File: src/rtl/mt_pc_pkg.sv
// Shared fetch-stage definitions for the per-thread program counter bank.
// Holds the default thread count and PC width, the derived thread-id width,
// and the address / thread-id typedefs used by the RTL and the bench.
package mt_pc_pkg;

  localparam int ADDRESS_WIDTH = 32;
  localparam int NUM_THREADS   = 8;
  localparam int BITS_THREADS  = $clog2(NUM_THREADS);

  typedef logic [ADDRESS_WIDTH-1:0] addr_t;
  typedef logic [BITS_THREADS-1:0]  tid_t;

  // Sequential fetch advances by one 32-bit instruction.
  localparam int PC_STEP = 4;

endpackage : mt_pc_pkg

File: src/rtl/mt_pc_slot.sv
// One hardware thread's program counter register.
// Ports:
//   clk       rising-edge clock
//   rst       synchronous active-high reset, loads RESET_PC
//   advance   this thread is fetching: pc <= pc + 4
//   redirect  taken branch/jump for this thread: pc <= target (wins over advance)
//   target    redirect address, taken verbatim
//   pc        registered PC of this thread
module mt_pc_slot
  import mt_pc_pkg::*;
#(
  parameter int                     ADDRESS_WIDTH = mt_pc_pkg::ADDRESS_WIDTH,
  parameter logic [ADDRESS_WIDTH-1:0] RESET_PC    = {ADDRESS_WIDTH{1'b0}}
) (
  input  logic                     clk,
  input  logic                     rst,
  input  logic                     advance,
  input  logic                     redirect,
  input  logic [ADDRESS_WIDTH-1:0] target,
  output logic [ADDRESS_WIDTH-1:0] pc
);

  // NOTE: state is written with non-blocking assignments so every slot and
  // every reader sees the pre-edge value within the same clock edge.
  always_ff @(posedge clk) begin
    if (rst) begin
      pc <= RESET_PC;
    end else if (redirect) begin
      // The redirect replaces the fetch advance; the +4 is dropped.
      pc <= target;
    end else if (advance) begin
      // Modulo 2^ADDRESS_WIDTH: wraps to zero past the top of the space.
      pc <= pc + ADDRESS_WIDTH'(PC_STEP);
    end
  end

endmodule : mt_pc_slot

File: src/rtl/mt_pc.sv
// Per-thread program counter bank for the barrel-processor fetch stage.
// Presents the PC of the thread fetching this cycle (combinational on tid)
// and PC+4; the fetched thread advances by 4 each edge, and a taken
// branch/jump from Execute redirects the PC of the thread that issued it.
// Ports:
//   clk           rising-edge clock
//   rst           synchronous active-high reset, all PCs to RESET_PC
//   tid           thread fetching this cycle
//   pc_src_e      Execute redirect taken
//   branch_tid_e  thread owning the redirect
//   pc_target_e   redirect target address
//   pc            current PC of thread tid
//   pc_plus4      pc + 4 (wrapping)
module mt_pc
  import mt_pc_pkg::*;
#(
  parameter int                       NUM_THREADS   = mt_pc_pkg::NUM_THREADS,
  parameter int                       BITS_THREADS  = $clog2(NUM_THREADS),
  parameter int                       ADDRESS_WIDTH = mt_pc_pkg::ADDRESS_WIDTH,
  parameter logic [ADDRESS_WIDTH-1:0] RESET_PC      = {ADDRESS_WIDTH{1'b0}}
) (
  input  logic                     clk,
  input  logic                     rst,
  input  logic [BITS_THREADS-1:0]  tid,
  input  logic                     pc_src_e,
  input  logic [BITS_THREADS-1:0]  branch_tid_e,
  input  logic [ADDRESS_WIDTH-1:0] pc_target_e,
  output logic [ADDRESS_WIDTH-1:0] pc,
  output logic [ADDRESS_WIDTH-1:0] pc_plus4
);

  logic [ADDRESS_WIDTH-1:0] pc_q [NUM_THREADS];

  // One-hot decode of the fetching thread and the redirected thread; both
  // may hit different slots in the same edge.
  for (genvar i = 0; i < NUM_THREADS; i++) begin : g_slot
    logic advance_en;
    logic redirect_en;

    assign advance_en  = (tid == BITS_THREADS'(i));
    assign redirect_en = pc_src_e && (branch_tid_e == BITS_THREADS'(i));

    mt_pc_slot #(
      .ADDRESS_WIDTH (ADDRESS_WIDTH),
      .RESET_PC      (RESET_PC)
    ) u_slot (
      .clk      (clk),
      .rst      (rst),
      .advance  (advance_en),
      .redirect (redirect_en),
      .target   (pc_target_e),
      .pc       (pc_q[i])
    );
  end

  // NUM_THREADS is a power of two, so every tid value selects a real slot.
  assign pc       = pc_q[tid];
  assign pc_plus4 = pc + ADDRESS_WIDTH'(PC_STEP);

endmodule : mt_pc

File: config.mk
export PLATFORM = sky130hd
export DESIGN_NAME = mt_pc
export DESIGN_NICKNAME = d
export VERILOG_FILES = /design/src/rtl/mt_pc_pkg.sv /design/src/rtl/mt_pc_slot.sv /design/src/rtl/mt_pc.sv
export SDC_FILE = /design/constraint.sdc
export NUM_CORES = 1
export LEC_CHECK = 0
export BUFFER_PORTS_ARGS = -buffer_cell sky130_fd_sc_hd__buf_4
export CAP_MARGIN = 20
export CELL_PAD_IN_SITES_DETAIL_PLACEMENT = 1
export CELL_PAD_IN_SITES_GLOBAL_PLACEMENT = 1
export CORE_ASPECT_RATIO = 0.75
export CORE_UTILIZATION = 43
export CTS_CLUSTER_DIAMETER = 120
export DETAILED_ROUTE_END_ITERATION = 12
export PLACE_DENSITY = 0.72
export RECOVER_POWER = 25
export SLEW_MARGIN = 20
export SYNTH_ARGS = -nofsm -noshare
export SYNTH_HDL_FRONTEND = slang
export SYNTH_SLANG_ARGS = --single-unit
File: constraint.sdc
create_clock -name clk -period 2.8 [get_ports clk]
set_input_delay 0.14 -clock clk [delete_from_list [all_inputs] [get_ports clk]]
set_output_delay 0.14 -clock clk [all_outputs]
set_load 0.02 [all_outputs]
Yosys cells after proc, flatten, opt, wreduce, memory -nomap -nowiden:

Index checks and enable logic that the tools add are counted.

* register bits after elaboration: 256
* output and inout port bits: 64
* word-level logic and storage cells: 70

* add/sub/neg operators: 9
* magnitude comparators: 1
* eq/ne operators: 14
* mux-type cells: 19
* bitwise logic cells: 1
* reduce and logical (&&, ||, !) cells: 18

Operator list (number)
* 2-to-1 mux 32 bit: 18
* adder 32 x 3 -> 32 bit (second input constant): 9
* binary-select mux 32 bit (select 3 bit): 1
* == test 3 bit (second input constant): 8
* nonzero test 2 bit: 8
* == test 3 x 2 -> 1 bit (second input constant): 4
* logical AND 1 bit: 8
* == test 3 x 1 -> 1 bit (second input constant): 2
* logical NOT 3 bit: 2
* greater-or-equal comparator 4 bit (second input constant): 1
* NOT 3 -> 4 bit: 1

Depth between registers and ports, before layout:

Gate-level depths: netlist of run 1.

* depth after elaboration: 5
* depth in mapped cells: 11
* mapped depth without buffers: 8

Modules after synthesis:

A second synthesis of run 1 with hierarchy kept.

* cell total of the unflattened synthesis: 2206
* area, all modules: 18227.5 um^2

Modules (own cells, without submodules)
* mt_pc_slot: times used 8, cells each 234, area each 1893.1 um^2, seq. area each 640.6 um^2
* mt_pc: times used 1, cells each 334, area each 3083.0 um^2, seq. area each 0.0 um^2

Worst setup path after synthesis of run 1:

OpenSTA, ideal clock, no wires.

* path type: in2out
* start point: input port tid[0]
* end point: output port pc_plus4[22]
* arrival: 2.584 ns
* slack: 0.076 ns
* stages on the path: 10
* cells stage by stage: buf_4 -> buf_6 -> buf_2 -> o22ai_1 -> a211oi_2 -> ha_1 -> nand3_2 -> nor3_4 -> nand3_1 -> xnor2_1

* longest elaborated chain between the ends: 5

RTL lines
* start, declared: line mt_pc.sv:24 `input logic [BITS_THREADS-1:0] tid,`
* NOT 3 -> 4 bit (not written as such): line mt_pc.sv:57 `assign pc = pc_q[tid];`
* binary-select mux 32 bit (select 3 bit): line mt_pc.sv:57
* 2-to-1 mux 32 bit (not written as such) (2 in series): line mt_pc.sv:57
* via pc[3]: line mt_pc.sv:28 `output logic [ADDRESS_WIDTH-1:0] pc,`
* adder 32 x 3 -> 32 bit: line mt_pc.sv:58 `assign pc_plus4 = pc + ADDRESS_WIDTH'(PC_STEP);`
* end, declared: line mt_pc.sv:29 `output logic [ADDRESS_WIDTH-1:0] pc_plus4`

The timed path passes the listed nets, and every way through them passes these cells. The select of a mux whose other input is x is not followed.

Worst setup path in the final report of run 1:

* start point: register g_slot[7].u_slot.pc[2]
* end point: output port pc_plus4[30]

* longest elaborated chain between the ends: 4

RTL lines
* start, declared: line mt_pc_slot.sv:20 `output logic [ADDRESS_WIDTH-1:0] pc`
* start signal, assigned: line mt_pc_slot.sv:30 `pc <= target;`
* start signal, assigned: line mt_pc_slot.sv:33 `pc <= pc + ADDRESS_WIDTH'(PC_STEP);`
* binary-select mux 32 bit (select 3 bit): line mt_pc.sv:57
* 2-to-1 mux 32 bit (not written as such) (2 in series): line mt_pc.sv:57
* adder 32 x 3 -> 32 bit: line mt_pc.sv:58

Every way passes these cells. The select of a mux whose other input is x is not followed.

==> results, run 1 <==
- The top cell types in the final layout, fill and taps aside, are sky130_fd_sc_hd__nor2_1 (290), sky130_fd_sc_hd__a211oi_1 (217), sky130_fd_sc_hd__buf_4 (212).
- The number of flip-flops under the largest register name is 256.
- The net count after synthesis is just under 2000.
- Yosys mapped the design onto 74 distinct sky130hd cell types.
- Static timing analysis puts the maximum clock frequency at about 340 MHz.
- Clock tree synthesis inserted a total of 29 buffers.
- The width of the die is approximately 230 um.
- The power density of the placed cells is 482.4 mW/mm2.
- The worst ir drop on vdd is 415.6 uV.
- The final global-route overflow total is 0.
- The flow ran to the end, but the final reports show violations.
- The critical path contains buffers and inverters numbering 2 combined.
- The number of placed I/O pins is 105.
- The worst path in the final design needs a cycle of approximately 3000 ps, including I/O delays and setup.
- The checks that failed: setup timing.
- The number of maximum-capacitance violations is 0.
- In this run the deepest clock path goes through 3 buffers.
- After layout, the worst path uses 105.8% of the clock period.
- Leaving out fill and tap cells, the most frequent cell in the layout is sky130_fd_sc_hd__nor2_1.
- Of all cell types, the one taking the most synthesized area is sky130_fd_sc_hd__dfxtp_1.
- For this block, the initial DRC count from the detailed router was approximately 1300.
- The number of vias after detailed routing is 15560.
- The share of synthesized flip-flops with an asynchronous set or reset is 0%.
- The largest individual stage delay along the critical path comes from the cell sky130_fd_sc_hd__dfxtp_4.
- Dividing the detail-routed wire length by the instance count gives 24.29 um.
- The leakage power is 7.462 nW.
- Ranked by flip-flop count, first place goes to g_slot.u_slot.pc.
- In this run the number of H-tree levels came out at 1.
- The initial antenna violation count was 0.
- The slack of the critical path is -162.6 ps.
- The total area inside the core boundary comes to 0.03702 mm2.
- Clock latency on the worst-skew pair, taken at its later pin, is between 500 and 600 ps.
- On the final layout, the worst clock skew is about 20 ps.
- In this design, the stage delay of the slowest critical-path cell is 370 ps.
- The design draws approximately 0.0095 W.
- The number of I/O port buffers is between 100 and 150.
- The number of synthesis warnings is 0.
- The worst setup path is captured at an output port.
- Ranked by total cell area, the synthesized netlist is headed by sky130_fd_sc_hd__dfxtp_1 (32%), sky130_fd_sc_hd__a211oi_1 (10%), sky130_fd_sc_hd__xor2_1 (8.0%), sky130_fd_sc_hd__nor2_1 (6.8%), sky130_fd_sc_hd__mux4_2 (4.9%).
- STA classifies the critical path startpoint as a register.
- In this run the critical register-to-register path is launched from g_slot[1].u_slot.pc[6].
- The initial core utilization is a little over two fifths.
- The share of the yosys chip area belonging to registers is roughly a third.
- The cell class contributing the biggest share of worst-path delay is compound AO/OA/AOI/OAI gates.
- The first detailed-routing pass ran for 5 iterations.
- The area growth from synthesis to final layout is 22.26%.
- The prevailing post-synth register cell is sky130_fd_sc_hd__dfxtp_1.
- The layout has approximately 4300 filler cells.
- The clock-pin slew reported for the worst setup and hold paths after clock tree synthesis is about 60 ps.
- The required time reported for the critical path endpoint is 2660 ps.
- The cell count after synthesis is 1878.
- The first global-routing pass estimated about 92000 um of wire.
- Summed over all layers, the routed wires come to 61950 um.
- In this run, synthesis inferred 0 flip-flops with an integrated enable.
- In this run the tightest slew margin relative to its limit is 0.8006%.
- For the pin with the worst max-slew slack, the measured transition is 1488 ps.
- The cell area that synthesis handed to floorplanning was 0.01612 mm2.
- Of the cells placed in the final design, the portion with a size suffix greater than 1 is between 20 and 25%.
- Detailed placement ended at an HPWL of 43180 um.
- The number of sinks on the clock net is ~260.
- The floorplan has roughly 60 rows.
- The worst hold path begins at branch_tid_e[1].
- Across every metal layer, demand over resource in global routing totals 31.39%.
- With fillers left out, the area of the finished cells amounts to a little under 0.02 mm2.
- The number of hold-slack violations in the final timing report is 0.
- The post-synthesis sequential element count is 256.
- The clock tree from TritonCTS is yes.
- The number of nets at the end of the flow is 2076.
- The count of endpoints failing setup in the final report is 19.
- The startpoint of the most critical setup path is g_slot[7].u_slot.pc[2].
- The congestion estimate from routability-driven global placement came to 0.9712.
- The chip height is 169.7 um.
- A synthesized cell averages 8.582 um2.
- The number of max-slew violations in the final report is 0.
- The highest fanout seen on the critical path is 8.
- Setup repair after global routing could not meet its margin everywhere.
- Entering global routing, the biggest net connects 86 pins.
- The critical path start-end classification is register to output port.
- By instance count, the cell type seen most on the critical path is sky130_fd_sc_hd__nand3_4.
- After detailed routing, the number of vias per cell comes to 6.100.
- The number of global-route vias before repair is 15120.
- The DRC violations left is 0.
- Once placement finished, the instance area stood at 0.01745 mm2.
- The largest registers in the layout are g_slot.u_slot.pc: 256 flops.
- The area of the die is 0.03827 mm2.
- The count of nets left with antenna violations once routing finished came out at 0.
- The data arrival time of the critical path is 2820 ps.
- The cell at the root of the clock tree is sky130_fd_sc_hd__clkbuf_16.
- The path category of the worst min-delay check is input port to register.
- The critical path goes through mux2_1 -> o22ai_2 -> a211oi_4 -> ha_2 -> nand3_4 -> nor3_4 -> buf_12 -> nand3_4 -> xnor2_2 -> buf_4.
- The fraction of post-synthesis cell area in the top cell type by area is 31.80%.
what timing repair did:
action,CTS,global route
setup buffers,31,19
hold endpoints to repair,255,0
resized for setup,98,74
pin swaps,19,35
gates cloned,1,0
endpoints found under the setup margin,22,22
hold buffers,34,0
where the power goes:
part | leakage [nW] | switching (W) | total [W] | internal [W]
sequential | 2.12 | 0.000179 | 0.00395 | 0.00378
combinational | 4.85 | 0.000822 | 0.00141 | 0.000591
clock | 0.491 | 0.00166 | 0.00414 | 0.00248
total | 7.46 | 0.00266 | 0.00951 | 0.00685
Yosys cell counts (9+ instances only):
| cell type | count |
|---|---|
| sky130_fd_sc_hd__buf_2 | 11 |
| sky130_fd_sc_hd__nand3_1 | 82 |
| sky130_fd_sc_hd__clkbuf_1 | 88 |
| sky130_fd_sc_hd__dfxtp_1 | 256 |
| sky130_fd_sc_hd__ha_1 | 9 |
| sky130_fd_sc_hd__o22ai_1 | 17 |
| sky130_fd_sc_hd__xnor2_1 | 87 |
| sky130_fd_sc_hd__clkbuf_2 | 14 |
| sky130_fd_sc_hd__buf_4 | 9 |
| sky130_fd_sc_hd__a311oi_1 | 30 |
| sky130_fd_sc_hd__and4_1 | 20 |
| sky130_fd_sc_hd__nor3_1 | 13 |
| sky130_fd_sc_hd__a211oi_1 | 218 |
| sky130_fd_sc_hd__a21oi_1 | 12 |
| sky130_fd_sc_hd__mux2_2 | 22 |
| sky130_fd_sc_hd__mux4_2 | 35 |
| sky130_fd_sc_hd__and2_1 | 12 |
| sky130_fd_sc_hd__buf_1 | 19 |
| sky130_fd_sc_hd__inv_1 | 32 |
| sky130_fd_sc_hd__mux2i_1 | 24 |
| sky130_fd_sc_hd__nor2_1 | 292 |
| sky130_fd_sc_hd__or3_1 | 29 |
| sky130_fd_sc_hd__nand2_1 | 149 |
| sky130_fd_sc_hd__and3_1 | 49 |
| sky130_fd_sc_hd__xor2_1 | 147 |
| sky130_fd_sc_hd__nor2b_1 | 16 |
| sky130_fd_sc_hd__nand4_1 | 58 |
| sky130_fd_sc_hd__o21ai_0 | 28 |
kinds of logic (layout without fill, tap and decap cells):
family          count (synthesis)  in the layout  synth area share (%)
simple gates                  776            776                 24.73
compound gates                324            324                 15.21
mux                            90             90                 8.936
xor+xnor                      234            234                 12.72
buf+inv                       189            357                 5.908
other cells                     0              1                     0
flops                         256            256                 31.80
fa+ha+maj                       9              9                0.6987
worst paths after layout:
path,cells past startpoint,slack [ps],end
worst max register to register,7,380,g_slot[1].u_slot.pc[30]
worst min register to register,2,460,g_slot[1].u_slot.pc[0]
worst min-delay path,5,10,g_slot[7].u_slot.pc[1]
worst max-delay path,10,-160,pc_plus4[30]
metrics by stage:
step / setup WS (ps) / hold WS [ps] / setup TNS (ps) / cells / util (%)
6_report: -162.6 / 9.624 / -1730 / 2551 / 53.23
5_1_grt: -260.8 / 46.80 / -3171 / 2550 / 53.22
4_1_cts: -48.62 / 4.213 / -160.2 / 2533 / 52.12
3_5_place_dp: 21.23 / 449.7 / 0 / 2416 / 47.15
3_3_place_gp: 82.94 / 440.6 / 0 / 2416 / 47.15
2_1_floorplan: 76.07 / 367.4 / 0 / 1878 / -
final cells by class:
cell class              instances  area, um2  share of cell area (%)
flip-flops and latches        256       5254                   26.66
well taps                     504      630.6                   3.200
diodes                          1      2.502                 0.01270
clock buffers                  40      817.0                   4.147
clock inverters                11      182.7                  0.9271
repair buffers                273       2241                   11.37
multi-input cells            1433      10450                   53.05
inverters                      33      123.9                  0.6287
worst reg2reg max path: cells and delay by family, from the launching register on:
family,cells,cell delay (ps)
buf+inv,1,120
flops,1,360
simple gates,5,1580
compound gates,1,260
per-layer routing:
metal / share of wire, % / track usage [%] / vias up
li1: - / - / 7055
met1: 49 / 48.18 / 7908
met3: 6.2 / 3.843 / 91
met5: 0 / 0 / -
met4: 2.1 / 7.069 / 0
met2: 43 / 46.18 / 507
Note: power is estimated with default switching activity, not from simulation.
==> run 2: changes to the inputs <==
Settings changed: PLACE_DENSITY 0.72 to 0.75.
Clock period 2.8 ns to 2.6 ns, I/O delays scaled along.
==> run 2 against run 1 <==
The flow finishes with violations (slew limit, setup timing). Power is 6.4% higher. Hold slack better by 11 ps. Sequential share of layout area decreased by 0.59 points. Die area unchanged. Critical path depth rose by 1. Via count is 1.6% higher. Critical path type unchanged. Largest cell class unchanged.
==> results, run 2 (synthesis gave the netlist of run 1 again) <==
- The run finished, with violations left.
- The final reports fail on slew limit, setup timing.
- For the pin with the worst max-slew slack, the measured transition is between 1500 and 2000 ps.
- The startpoint of the lowest-slack hold path is pc_src_e.
- The number of hold-slack violations in the final timing report is 0.
- Setup repair after global routing could not meet its margin everywhere.
- The die covers between 0.03 and 0.04 mm2.
- The count of cells along the worst hold path is 5.
- The routability congestion estimate is 0.9299.
- The total clock buffers created by CTS is 29.
- In this run the remaining antenna-violating nets after routing total 0.
- Dividing the detail-routed wire length by the instance count gives 24.61 um.
- The setup slack of the worst register-to-register path is roughly 70 ps.
- The register containing the most flip-flops in the final layout is g_slot.u_slot.pc.
- The maximum frequency from static timing analysis is 338.7 MHz.
- The highest fanout seen on the critical path is 6.
- The share of layout cells above drive strength 1 is approximately 27%.
- The path with the worst hold slack has its endpoint at g_slot[6].u_slot.pc[0].
- The number of global-route vias before repair is about 16000.
- The number of nets at the end of the flow is 2129.
- Prior to clock tree synthesis, the placed netlist has a worst setup slack of -223.1 ps.
- Across the routed clock network, the largest skew measured is 14.14 ps.
- The library cells used most frequently in the layout, excluding fill and tap cells, are sky130_fd_sc_hd__nor2_1 (290), sky130_fd_sc_hd__buf_4 (258), sky130_fd_sc_hd__a211oi_1 (215).
- The number of DRC markers after the initial detailed-route iteration is 1647.
- On the final layout, the worst hold slack is 20.18 ps.
- The final global-route overflow total is 0.
- The largest stage delay on the critical path is 390 ps.
- The startpoint identified for the worst register-to-register timing path is g_slot[4].u_slot.pc[5].
- The critical path start-end classification is register to output port.
- Setup violations remaining at the end of the flow were counted as 23.
- The number of cells traversed by the worst register-to-register path is 7.
- The final critical path takes up 113.5% of the cycle.
- The path length in cells of the critical path is 11.
- The critical path buffer and inverter count is 4.
- After layout, the minimum clock period comes to 2952 ps.
- In the routed layout, each cell is associated on average with a via count of 6.075.
- The DRC violations left is 0.
- Clock-pin slew was measured on the worst setup and hold paths at 60 ps.
- The number of I/O port buffers is 104.
- The initial core utilization is 43.54%.
- The cell with the largest stage delay on the worst path is sky130_fd_sc_hd__dfxtp_4.
- The library cell used most frequently in the layout, excluding fill and tap cells, is sky130_fd_sc_hd__nor2_1.
- Traced cell by cell, the critical path runs through mux2_2 -> o22ai_1 -> a211oi_4 -> buf_6 -> nand4_4 -> nor3_4 -> buf_12 -> buf_6 -> nand4_1 -> xnor2_1 -> buf_4.
- The highest metal layer with signal wires is met4.
- The width of the die is 225.6 um.
- CTS built an H-tree with a depth of 1.
- The combined global-route utilization of all metal layers is 32.58%.
- The reg-to-reg critical path endpoint is g_slot[4].u_slot.pc[31].
- The row count is a little over 60.
- The insertion delay of the later-clocked pin in the worst-skew pair is 570 ps.
- After layout, the worst setup slack is -352.2 ps.
- The number of flip-flops under the largest register name is approximately 260.
- The tightest min-delay check is of the input port to register type.
- The largest registers in the layout are g_slot.u_slot.pc: 256 flops.
- The number of vias after detailed routing is between 15000 and 20000.
- TritonCTS built the clock tree.
- The largest net degree at the start of global routing is 85.
- The critical path launch point type is a register.
- After legalization and detailed placement, the total HPWL measured 45410 um.
- Summed over all cells, the static leakage comes to 7.733 nW.
- The number of sinks on the clock net is 256.
- The met3 wirelength from detailed routing is 5071 um.
- In this run the power density over the cells is 501.9 mW/mm2.
- The worst slew margin relative to its limit is -0.1198%.
- between 100 and 150 I/O pins were placed.
- The total detailed-routing wirelength is 64060 um.
- On the critical path the largest part of the delay comes from buffers and inverters.
- The repair_antennas step left the layout with diodes totalling 0.
- The wire length on met2 is 27920 um.
- The maximum number of buffers from clock root to sink is 3.
- The type of element capturing the critical path is an output port.
- The wire length of the first global-routing pass is 95650 um.
- The data arrival time of the critical path is 2820 ps.
- The area growth from synthesis to final layout is 25.05%.
- IR analysis of the VDD net gives a maximum drop of 381.4 uV.
- The initial antenna violation count is 1.
- The cell with the most instances on the worst path is sky130_fd_sc_hd__buf_6.
- The number of detailed-route iterations in the first pass is 6.
- The chip height is 169.7 um.
- The core region area is between 0.03 and 0.04 mm2.
- The met1 wire length is approximately 30000 um.
- The number of max-slew violations in the final report came to 16.
- The number of maximum-capacitance violations is 0.
- The required time reported for the critical path endpoint is 2470 ps.
- In this run the clock root is driven by a sky130_fd_sc_hd__clkbuf_16.
[run 2: cell count changes in the layout (fill, tap and decap cells not counted), moves of 3 or more]
cell and change:
sky130_fd_sc_hd__dfxtp_1 +7, sky130_fd_sc_hd__nand3_2 +6, sky130_fd_sc_hd__a211oi_2 +3, sky130_fd_sc_hd__o22ai_2 -3, sky130_fd_sc_hd__nor3_2 +3, sky130_fd_sc_hd__buf_6 +4
sky130_fd_sc_hd__dfxtp_4 +4, sky130_fd_sc_hd__buf_4 +46, sky130_fd_sc_hd__nand3_1 -5, sky130_fd_sc_hd__nor3_1 -3, sky130_fd_sc_hd__dfxtp_2 -11
[run 2: layer usage]
metal	up-vias	GRT usage, %
li1	7165	-
met1	7955	48.15
met2	603	49.13
met3	89	5.419
met4	0	7.276
met5	-	0
[run 2: final cells by class]
cell class	instances	area, um2
clock inverter	11	132.6
inverter	33	123.9
multi-input combinational	1433	10510
sequential	256	5255
timing repair buffer	326	2666
clock buffer	40	837.1
tap	504	630.6
fill	4285	16860
[run 2: through the flow]
step           utilization (%)  power (W)  instance area (um2)  TNS (ps)  instances
2_1_floorplan                -   0.005127                16140         0       1878
3_3_place_gp             48.49   0.005672                17950     -1148       2474
3_5_place_dp             48.49   0.005714                17950     -2441       2474
4_1_cts                  53.64    0.01007                19860     -4719       2591
5_1_grt                  54.45    0.01042                20150     -7099       2603
6_report                 54.45    0.01012                20150     -5508       2603
[run 2: worst max-delay path by stage]
stage | start | end | slack, ps
detailed placement | tid[1] | pc_plus4[26] | -220
finish | g_slot[7].u_slot.pc[5] | pc_plus4[25] | -350
floorplan | tid[0] | pc_plus4[16] | 20
global route | g_slot[7].u_slot.pc[6] | pc_plus4[28] | -390
global placement | tid[1] | pc_plus4[22] | -150
CTS | g_slot[2].u_slot.pc[6] | pc_plus4[17] | -280
[run 2: tightest hold or removal path, delay by kind of cell]
kind	cells	cell delay, ps
buf+inv	1	140
compound gates	1	50
simple gates	3	220
[run 2: repair_timing]
| action | in CTS | in global routing |
|---|---|---|
| setup buffers | 30 | 16 |
| pin swaps | 38 | 26 |
| setup endpoints to repair | 25 | 27 |
| endpoints found under the hold margin | 250 | 0 |
| cloned | 1 | 0 |
| gates resized for setup | 112 | 70 |
| hold buffers | 36 | 0 |
[run 2: power breakdown]
part           internal, W  switching [W]  total, W
clock              0.00253        0.00177   0.00429
sequential         0.00406       0.000200   0.00426
combinational     0.000666       0.000896   0.00156
